$ cat src/rtl/load_store_unit.sv
// ---------------------------------------------------------------------------
// load_store_unit
//
// Purpose:
//    Bridges a MEM-stage load/store request to a word-addressed data memory
//    (asynchronous read, synchronous write). RV32I byte and halfword loads are
//    extracted from the word and sign/zero-extended. Byte and halfword stores
//    are done as read-modify-write. Word stores write directly.
//
// Parameters:
//    MEM_AW      number of word-address bits driven to memory
//
// Ports:
//    clk         system clock, all state on rising edge
//    rst_n       synchronous reset, active low
//    req_valid   request present
//    req_ready   unit can accept a request (high only when idle)
//    req_we      1 = store, 0 = load
//    req_funct3  RV32I funct3 of the access
//    req_addr    byte address
//    req_wdata   store data
//    mem_addr    word address to memory, upper bits zero
//    mem_wd      write data to memory
//    mem_we      write enable to memory
//    mem_rdata   memory read data (combinational on mem_addr)
//    rsp_valid   one-cycle pulse when the access completes
//    rsp_rdata   extended load result (0 for stores and errors)
//    rsp_err     illegal funct3, or misaligned when trapping is enabled
//
// Configuration:
//    LSU_MISALIGN_TRAP_EN  when defined, a misaligned halfword or word access
//                          completes with rsp_err and touches no memory. When
//                          undefined, the low address bits are ignored for
//                          those sizes, so the access uses natural alignment.
// ---------------------------------------------------------------------------
module load_store_unit #(
   parameter int MEM_AW = 5
) (
   input  logic        clk,
   input  logic        rst_n,
   input  logic        req_valid,
   output logic        req_ready,
   input  logic        req_we,
   input  logic [2:0]  req_funct3,
   input  logic [31:0] req_addr,
   input  logic [31:0] req_wdata,
   output logic [31:0] mem_addr,
   output logic [31:0] mem_wd,
   output logic        mem_we,
   input  logic [31:0] mem_rdata,
   output logic        rsp_valid,
   output logic [31:0] rsp_rdata,
   output logic        rsp_err
);

   typedef enum logic [1:0] {IDLE, RD, WR, RESP} state_t;

   state_t            state;
   logic              we_q;
   logic [2:0]        funct3_q;
   logic [1:0]        addr_q;
   logic [15:0]       wdata_q;
   logic [MEM_AW-1:0] mem_word;

   logic funct3_bad;
   logic misalign;
   logic req_err;
   logic req_fire;

   // Byte-address bits above the memory window alias onto the same words.
   logic unused_addr_bits;
   assign unused_addr_bits = ^req_addr[31:MEM_AW+2];

   // Places the byte or halfword lane into the old word. A halfword uses
   // only addr bit 1, which gives natural alignment when trapping is off.
   function automatic logic [31:0] merge_store(input logic is_byte,
                                               input logic [1:0] off,
                                               input logic [31:0] old_word,
                                               input logic [15:0] data);
      logic [31:0] w;
      w = old_word;
      if (is_byte)
         w[{off, 3'b000} +: 8] = data[7:0];
      else
         w[{off[1], 4'b0000} +: 16] = data;
      return w;
   endfunction

   // Selects the addressed lane and extends it. funct3[2] marks an unsigned load.
   function automatic logic [31:0] load_extract(input logic [2:0] f3,
                                                input logic [1:0] off,
                                                input logic [31:0] word);
      logic [31:0] shifted;
      logic [31:0] r;
      case (f3[1:0])
         2'b00: begin
            shifted = word >> {off, 3'b000};
            r = {{24{shifted[7] & ~f3[2]}}, shifted[7:0]};
         end
         2'b01: begin
            shifted = word >> {off[1], 4'b0000};
            r = {{16{shifted[15] & ~f3[2]}}, shifted[15:0]};
         end
         default: r = word;
      endcase
      return r;
   endfunction

   // A request is rejected at accept time when its funct3 has no meaning
   // for its direction. When trapping is enabled, a misaligned halfword or
   // word address is also rejected. Either way the request gets a single-cycle
   // error response and never reaches memory.
   always_comb begin
      funct3_bad = 1'b0;
      misalign   = 1'b0;
      if (req_we)
         funct3_bad = req_funct3[2] | (&req_funct3[1:0]);
      else
         funct3_bad = (req_funct3 == 3'b011) | (req_funct3 == 3'b110) |
                      (req_funct3 == 3'b111);
`ifdef LSU_MISALIGN_TRAP_EN
      misalign = ((req_funct3[1:0] == 2'b01) && req_addr[0]) ||
                 ((req_funct3[1:0] == 2'b10) && (req_addr[1:0] != 2'b00));
`endif
   end

   assign req_err   = funct3_bad | misalign;
   assign req_ready = (state == IDLE);
   assign req_fire  = req_valid && req_ready;
   assign mem_addr  = {{(32-MEM_AW){1'b0}}, mem_word};

   // The write strobe is gated by reset so a reset landing in the WR cycle
   // cannot corrupt memory.
   assign mem_we = (state == WR) && rst_n;

   // Main sequencer. mem_addr and mem_wd are registered and change only when
   // the next memory access is set up. Outside RD and WR they keep their last
   // value. Response outputs are registered on entry to RESP.
   always_ff @(posedge clk) begin
      if (!rst_n) begin
         state     <= IDLE;
         we_q      <= 1'b0;
         funct3_q  <= 3'b000;
         addr_q    <= 2'b00;
         wdata_q   <= 16'h0000;
         mem_word  <= '0;
         mem_wd    <= 32'h0;
         rsp_valid <= 1'b0;
         rsp_rdata <= 32'h0;
         rsp_err   <= 1'b0;
      end else begin
         rsp_valid <= 1'b0;
         case (state)
            IDLE: begin
               if (req_fire) begin
                  we_q     <= req_we;
                  funct3_q <= req_funct3;
                  addr_q   <= req_addr[1:0];
                  wdata_q  <= req_wdata[15:0];
                  if (req_err) begin
                     rsp_valid <= 1'b1;
                     rsp_rdata <= 32'h0;
                     rsp_err   <= 1'b1;
                     state     <= RESP;
                  end else if (req_we && (req_funct3[1:0] == 2'b10)) begin
                     mem_word <= req_addr[MEM_AW+1:2];
                     mem_wd   <= req_wdata;
                     state    <= WR;
                  end else begin
                     mem_word <= req_addr[MEM_AW+1:2];
                     state    <= RD;
                  end
               end
            end
            RD: begin
               if (we_q) begin
                  mem_wd <= merge_store(funct3_q[1:0] == 2'b00, addr_q,
                                        mem_rdata, wdata_q);
                  state  <= WR;
               end else begin
                  rsp_valid <= 1'b1;
                  rsp_rdata <= load_extract(funct3_q, addr_q, mem_rdata);
                  rsp_err   <= 1'b0;
                  state     <= RESP;
               end
            end
            WR: begin
               rsp_valid <= 1'b1;
               rsp_rdata <= 32'h0;
               rsp_err   <= 1'b0;
               state     <= RESP;
            end
            default: begin
               state <= IDLE;
            end
         endcase
      end
   end

endmodule

$ cat config.mk
export PLATFORM = sky130hd
export DESIGN_NAME = load_store_unit
export DESIGN_NICKNAME = d
export VERILOG_FILES = /design/src/rtl/load_store_unit.sv
export SDC_FILE = /design/constraint.sdc
export NUM_CORES = 1
export LEC_CHECK = 0
export CAP_MARGIN = 10
export CORE_MARGIN = 8
export CORE_UTILIZATION = 46
export DETAILED_ROUTE_END_ITERATION = 10
export GPL_TIMING_DRIVEN = 1
export MAX_ROUTING_LAYER = met4
export PLACE_DENSITY = 0.9
export RECOVER_POWER = 100
export SYNTH_ARGS = -nofsm -noshare
export SYNTH_HDL_FRONTEND = slang
export SYNTH_SLANG_ARGS = --single-unit
$ cat constraint.sdc
create_clock -name clk -period 2.9 [get_ports clk]
set_input_delay 0.58 -clock clk [delete_from_list [all_inputs] [get_ports clk]]
set_output_delay 0.58 -clock clk [all_outputs]
set_load 0.02 [all_outputs]
==> results of run 1 <==
==> stage by stage <==
stage           util  total power, mW  setup WS (ns)  cell area, µm²  cells
3_3_place_gp   0.584             4.78          0.373            7240    996
6_report       0.604             5.92          0.429            7500   1012
3_5_place_dp   0.584             4.86          0.314            7240    996
4_1_cts        0.607             6.06          0.467            7540   1012
5_1_grt        0.604             6.26          0.256            7500   1012
2_1_floorplan      -             3.80          0.428            5860    747
==> Yosys cell counts (2+ instances only) <==
library cell / count
a22oi_1: 7
nor3b_1: 2
and2_1: 3
nand3_1: 16
o211ai_1: 14
nor3_1: 15
a221o_1: 8
nor2_1: 25
dfxtp_1: 95
o221ai_1: 25
buf_6: 2
ha_1: 9
o2bb2ai_1: 12
buf_1: 3
o2bb2ai_2: 10
o21ai_0: 30
inv_1: 30
mux2i_1: 22
buf_4: 31
nand2b_1: 33
a31oi_1: 34
nand2_1: 97
nor2b_1: 31
mux2_2: 8
a22o_1: 9
buf_2: 20
o21ai_1: 29
nor4bb_1: 2
a21oi_1: 46
clkbuf_1: 34
==> flip-flops by register name, summed over array words and instances (netlist names) <==
signal,cells
rsp_rdata,32
mem_wd,32
rsp_err,1
mem_word,5
state,2
we_q,1
wdata_q,16
funct3_q,3
rsp_valid,1
addr_q,2
==> report_power, final <==
part / total [mW] / internal, mW / switching [mW] / leakage [nW]
clock network: 1.19 / 0.692 / 0.496 / 0.140
registers: 1.86 / 1.63 / 0.233 / 0.775
logic: 2.87 / 1.16 / 1.71 / 2.08
==> worst register-to-register path: stages (launching register included) <==
cell	delay (ns)
dfxtp_1	0.39
inv_1	0.09
ha_1	0.33
nand2_1	0.19
clkbuf_1	0.81
nor3_1	0.14
nor3_1	0.18
nor3_1	0.06
==> logic make-up (layout without fill, tap and decap cells) <==
| logic type | count (synthesis) | count (layout) | synth area share |
|---|---|---|---|
| AOI/OAI and AO/OA | 232 | 232 | 0.284 |
| and+or+nand+nor | 232 | 232 | 0.203 |
| buffers and inverters | 121 | 214 | 0.106 |
| DFF | 95 | 95 | 0.330 |
| muxes | 31 | 31 | 0.0565 |
| adders and majority gates | 9 | 9 | 0.0196 |
| other | 1 | 27 | 0.000651 |
==> layout make-up <==
class	instances	area, µm²	area share
timing repair buffer	167	1640	0.219
sequential	95	1900	0.254
tap	172	215	0.0287
clock inverter	3	42.5	0.00567
multi-input combinational	531	3330	0.444
inverter	31	116	0.0155
clock buffer	13	250	0.0334
==> worst paths after layout <==
| kind | start | to | slack [ns] |
|---|---|---|---|
| max reg2reg | state[0] | rsp_valid | 0.58 |
| min | rsp_rdata[4] | rsp_rdata[4] | 0.45 |
| max | state[0] | req_ready | 0.43 |
| min reg2reg | rsp_rdata[4] | rsp_rdata[4] | 0.45 |
==> layer usage <==
metal,vias up,part of all wire
met4,0,0.041
met1,2618,0.39
li1,2743,-
met3,51,0.10
met5,-,0
met2,291,0.47
==> flow_metrics.env, run 1 <==
export IMPL_outcome="completed"
export IMPL_worstMarginPinSlew_ns=1.06
export IMPL_timing_final_crit_period_ns=2.47
export IMPL_finClkSkew_ns=0.00861
export IMPL_yosys_warnings=0
export IMPL_gp_routability_congestion=0.931
export IMPL_routedWlPerCell_um=18.4
export IMPL_drt_iter0_markers=469
export IMPL_synthTopCellsByArea="dfxtp_1 (33%), nand2_1 (6.3%), buf_4 (4.0%), a21oi_1 (4.0%), mux2i_1 (3.8%)"
export IMPL_syn_to_final_growth_pct=30.2
export IMPL_grt_overflow=0
export IMPL_drive_gt1_frac=0.0631
export IMPL_final_antenna_net_count=0
export IMPL_chipWidth_um=128
export IMPL_final_nets=947
export IMPL_grt_pass1_wl_um=28600
export IMPL_vdd_drop_max_v=0.000750
export IMPL_setup_viol=0
export IMPL_use_met3=0.0670
export IMPL_layout_common_cells="nand2_1 (97), dfxtp_1 (94), clkdlybuf4s50_1 (76), dlygate4sd3_1 (74), a21oi_1 (46)"
export IMPL_async_flop_share=0
export IMPL_critPathRequiredTime_ns=2.32
export IMPL_crit_slowest_cell="dlygate4sd3_1"
export IMPL_yosysTopAreaCell="dfxtp_1"
export IMPL_drt_pass1_iter_count=5
export IMPL_cp_depth=3
export IMPL_finalSetupTns_ns=0
export IMPL_num_fill_cells=1100
export IMPL_clockBufferDepth=2
export IMPL_crit_buf_inv=2
export IMPL_drt_total_wl_um=18600
export IMPL_cp_slowest_stage_delay_ns=0.74
export IMPL_startpoint_type="flip-flop"
export IMPL_initial_core_util=0.464
export IMPL_hold_viol=0
export IMPL_design_core_area_um2=12400
export IMPL_vias=5703
export IMPL_cts_buffers_inserted=9
export IMPL_final_common_cell="nand2_1"
export IMPL_max_slew_margin_rel=0.296
export IMPL_io_buffer_count=150
export IMPL_crit_family="buffers and inverters"
export IMPL_synth_seq_area_share=0.330
export IMPL_grt_usage=0.228
export IMPL_cp_end_kind="primary output"
export IMPL_ys_types=49
export IMPL_dp_hpwl_um=13800
export IMPL_clock_latency_ns=0.35
export IMPL_grt_max_degree=65
export IMPL_worstHoldPathType="reg2reg"
export IMPL_grt_busiest_layer="met2"
export IMPL_worstSetupPathType="reg2out"
export IMPL_power_density_nw_per_um2=789
export IMPL_grt_use_met1=0.260
export IMPL_io_pins=203
export IMPL_htree_levels=3
export IMPL_cts_setup_buffers=0
export IMPL_cts_tree="yes"
export IMPL_drv_cap=0
export IMPL_syn_inst=721
export IMPL_whs_ns=0.453
export IMPL_avgSynthCellArea_um2=7.99
export IMPL_cts_root_buf="clkbuf_16"
export IMPL_cp_arrival_ns=1.89
export IMPL_critPathMaxFanout=9
export IMPL_p_leak_nw=2.99
export IMPL_clk_pin_slew_ns=0.06
export IMPL_antenna_found_initial=0
export IMPL_ys_flop_type="dfxtp_1"
export IMPL_cts_hold_buf=0
export IMPL_ys_ff_latch=95
export IMPL_rsz0062_at_grt="no"
export IMPL_grt_util_met2=0.363
export IMPL_synth_edf_count=0
export IMPL_rows=41
export IMPL_min_path_cells=1
export IMPL_syn_area_um2=5760
export IMPL_clock_sinks=95
export IMPL_crit_chain="inv_1, ha_1, dlygate4sd3_1"
export IMPL_grt_pass1_vias=5429
export IMPL_viasPerCell=5.64
export IMPL_fin_crit_sh=0.852
export IMPL_drc=0
export IMPL_fmax_ghz=0.405
export IMPL_ctsResizeCount=0
export IMPL_ff2ff_path_depth=7
export IMPL_yosysTopAreaCellShare=0.330
export IMPL_dieArea_um2=16400
export IMPL_die_y_um=128
export IMPL_n_antenna_cell=0
export IMPL_slew_violations=0
Power figures use the tool's default switching activity.
==> inputs of run 2 (changes only) <==
--- a/config.mk
+++ b/config.mk
@@ -5,6 +5,7 @@
 export SDC_FILE = /design/constraint.sdc
 export NUM_CORES = 1
 export LEC_CHECK = 0
+export ABC_CLOCK_PERIOD_IN_PS = 2900
 export CAP_MARGIN = 10
 export CORE_MARGIN = 8
 export CORE_UTILIZATION = 46
==> results of run 2 <==
No change in the layout: final DEF, timing and power equal those of run 1.
==> inputs of run 3 (changes only) <==
--- a/config.mk
+++ b/config.mk
@@ -7,7 +7,6 @@
 export LEC_CHECK = 0
 export ABC_CLOCK_PERIOD_IN_PS = 2900
 export CAP_MARGIN = 10
-export CORE_MARGIN = 8
 export CORE_UTILIZATION = 46
 export DETAILED_ROUTE_END_ITERATION = 10
 export GPL_TIMING_DRIVEN = 1
==> flow_metrics.env, run 3 (synthesized netlist as in run 1, its figures left out) <==
export IMPL_viasPerCell=5.69
export IMPL_layout_common_cells="nand2_1 (97), dfxtp_1 (94), clkdlybuf4s50_1 (76), dlygate4sd3_1 (74), a21oi_1 (46)"
export IMPL_drv_cap=0
export IMPL_drc=0
export IMPL_largest_registers="mem_wd: 32 flops, rsp_rdata: 32 flops, wdata_q: 16 flops"
export IMPL_cts_root_buf="clkbuf_16"
export IMPL_cts_buffers_inserted=9
export IMPL_die_y_um=114
export IMPL_crit_chain="dlygate4sd3_1, and2_1, dlygate4sd3_1"
export IMPL_chipWidth_um=114
export IMPL_finClkSkew_ns=0.0132
export IMPL_clock_sinks=95
export IMPL_p_leak_nw=3.00
export IMPL_vdd_drop_max_v=0.000560
export IMPL_final_common_cell="nand2_1"
export IMPL_worstHoldPathType="reg2reg"
export IMPL_grt_util_met2=0.440
export IMPL_grt_max_degree=65
export IMPL_worstMarginPinSlew_ns=0.724
export IMPL_io_buffer_count=150
export IMPL_fmax_ghz=0.399
export IMPL_drive_gt1_frac=0.0607
export IMPL_vias=5737
export IMPL_initial_core_util=0.476
export IMPL_rsz0062_at_grt="no"
export IMPL_cp_slowest_stage_delay_ns=0.64
export IMPL_grt_pass1_vias=5218
export IMPL_cts_hold_buf=0
export IMPL_num_fill_cells=1015
export IMPL_rows=40
export IMPL_hold_viol=0
export IMPL_grt_usage=0.275
export IMPL_ctsResizeCount=0
export IMPL_clk_pin_slew_ns=0.07
export IMPL_power_density_nw_per_um2=801
export IMPL_design_core_area_um2=12100
export IMPL_grt_use_met1=0.336
export IMPL_use_met3=0.0553
export IMPL_dp_hpwl_um=12100
export IMPL_gp_routability_congestion=0.940
export IMPL_antenna_found_initial=0
export IMPL_setup_viol=0
export IMPL_worstSetupPathType="in2out"
export IMPL_clock_latency_ns=0.36
export IMPL_io_pins=203
export IMPL_cpMostUsedCell="dlygate4sd3_1"
export IMPL_startpoint_type="input pin"
export IMPL_n_antenna_cell=0
export IMPL_grt_overflow=0
export IMPL_grt_pass1_wl_um=26800
export IMPL_syn_to_final_growth_pct=30.3
export IMPL_htree_levels=3
export IMPL_cts_tree="yes"
export IMPL_cp_arrival_ns=1.93
export IMPL_drt_pass1_iter_count=5
export IMPL_clockBufferDepth=2
export IMPL_final_nets=947
export IMPL_max_slew_margin_rel=0.517
export IMPL_timing_final_crit_period_ns=2.51
export IMPL_critPathRequiredTime_ns=2.32
export IMPL_grt_busiest_layer="met2"
export IMPL_outcome="completed"
export IMPL_crit_slowest_cell="dlygate4sd3_1"
export IMPL_cts_setup_buffers=0
export IMPL_slew_violations=0
export IMPL_finalSetupTns_ns=0
export IMPL_dieArea_um2=13000
export IMPL_critPathMaxFanout=2
export IMPL_dp_worst_setup_slack_ns=0.378
export IMPL_drt_iter0_markers=517
export IMPL_final_antenna_net_count=0
export IMPL_routedWlPerCell_um=16.9
export IMPL_drt_total_wl_um=17000
export IMPL_fin_crit_sh=0.864
export IMPL_setup_slack_ns=0.393
export IMPL_cp_end_kind="primary output"
run 3: cell types whose count changed in the layout (fill, tap and decap cells not counted), sizes merged:
cell and change:
clkbuf -2, buf +1, bufinv +1, clkinv -1
inv +1
run 3: report_power, final:
group	internal (mW)	switching (mW)	total, mW
Clock	0.806	0.522	1.33
Sequential	1.62	0.227	1.85
Combinational	1.17	1.66	2.83
run 3: worst paths after layout:
path	from	cells after the start	endpoint	slack, ns
worst max-delay path	rst_n	3	mem_we	0.39
worst min-delay path	rsp_rdata[1]	1	rsp_rdata[1]	0.46
worst max register to register	addr_q[1]	6	mem_wd[22]	0.49
worst min register to register	rsp_rdata[1]	1	rsp_rdata[1]	0.46
run 3: worst max-delay path: cells and delay by family:
kind	cells	cell delay, ns
simple gates	1	0.15
buf+inv	2	1.19
run 3: layout make-up:
type / count / area (µm²) / area share
clock buffer: 12 / 256 / 0.0342
clock inverter: 4 / 76.3 / 0.0102
multi-input combinational: 531 / 3290 / 0.439
inverter: 31 / 116 / 0.0155
tap: 168 / 210 / 0.0280
sequential: 95 / 1900 / 0.254
timing repair buffer: 167 / 1650 / 0.220
run 3: layer usage:
| layer | part of all wire | up-vias |
|---|---|---|
| met2 | 0.47 | 281 |
| met1 | 0.40 | 2670 |
| met5 | 0 | - |
| met4 | 0.033 | 0 |
| li1 | - | 2748 |
| met3 | 0.088 | 38 |
run 3: metrics by stage:
step / total power [mW] / cell area (µm²) / util / instances / hold slack, ns
floorplan: 3.80 / 5860 / - / 747 / 0.445
global placement: 4.76 / 7240 / 0.598 / 992 / 0.445
detailed placement: 4.81 / 7240 / 0.598 / 992 / 0.450
CTS: 6.15 / 7570 / 0.625 / 1008 / 0.471
global route: 6.36 / 7500 / 0.620 / 1008 / 0.480
finish: 6.01 / 7500 / 0.620 / 1008 / 0.460
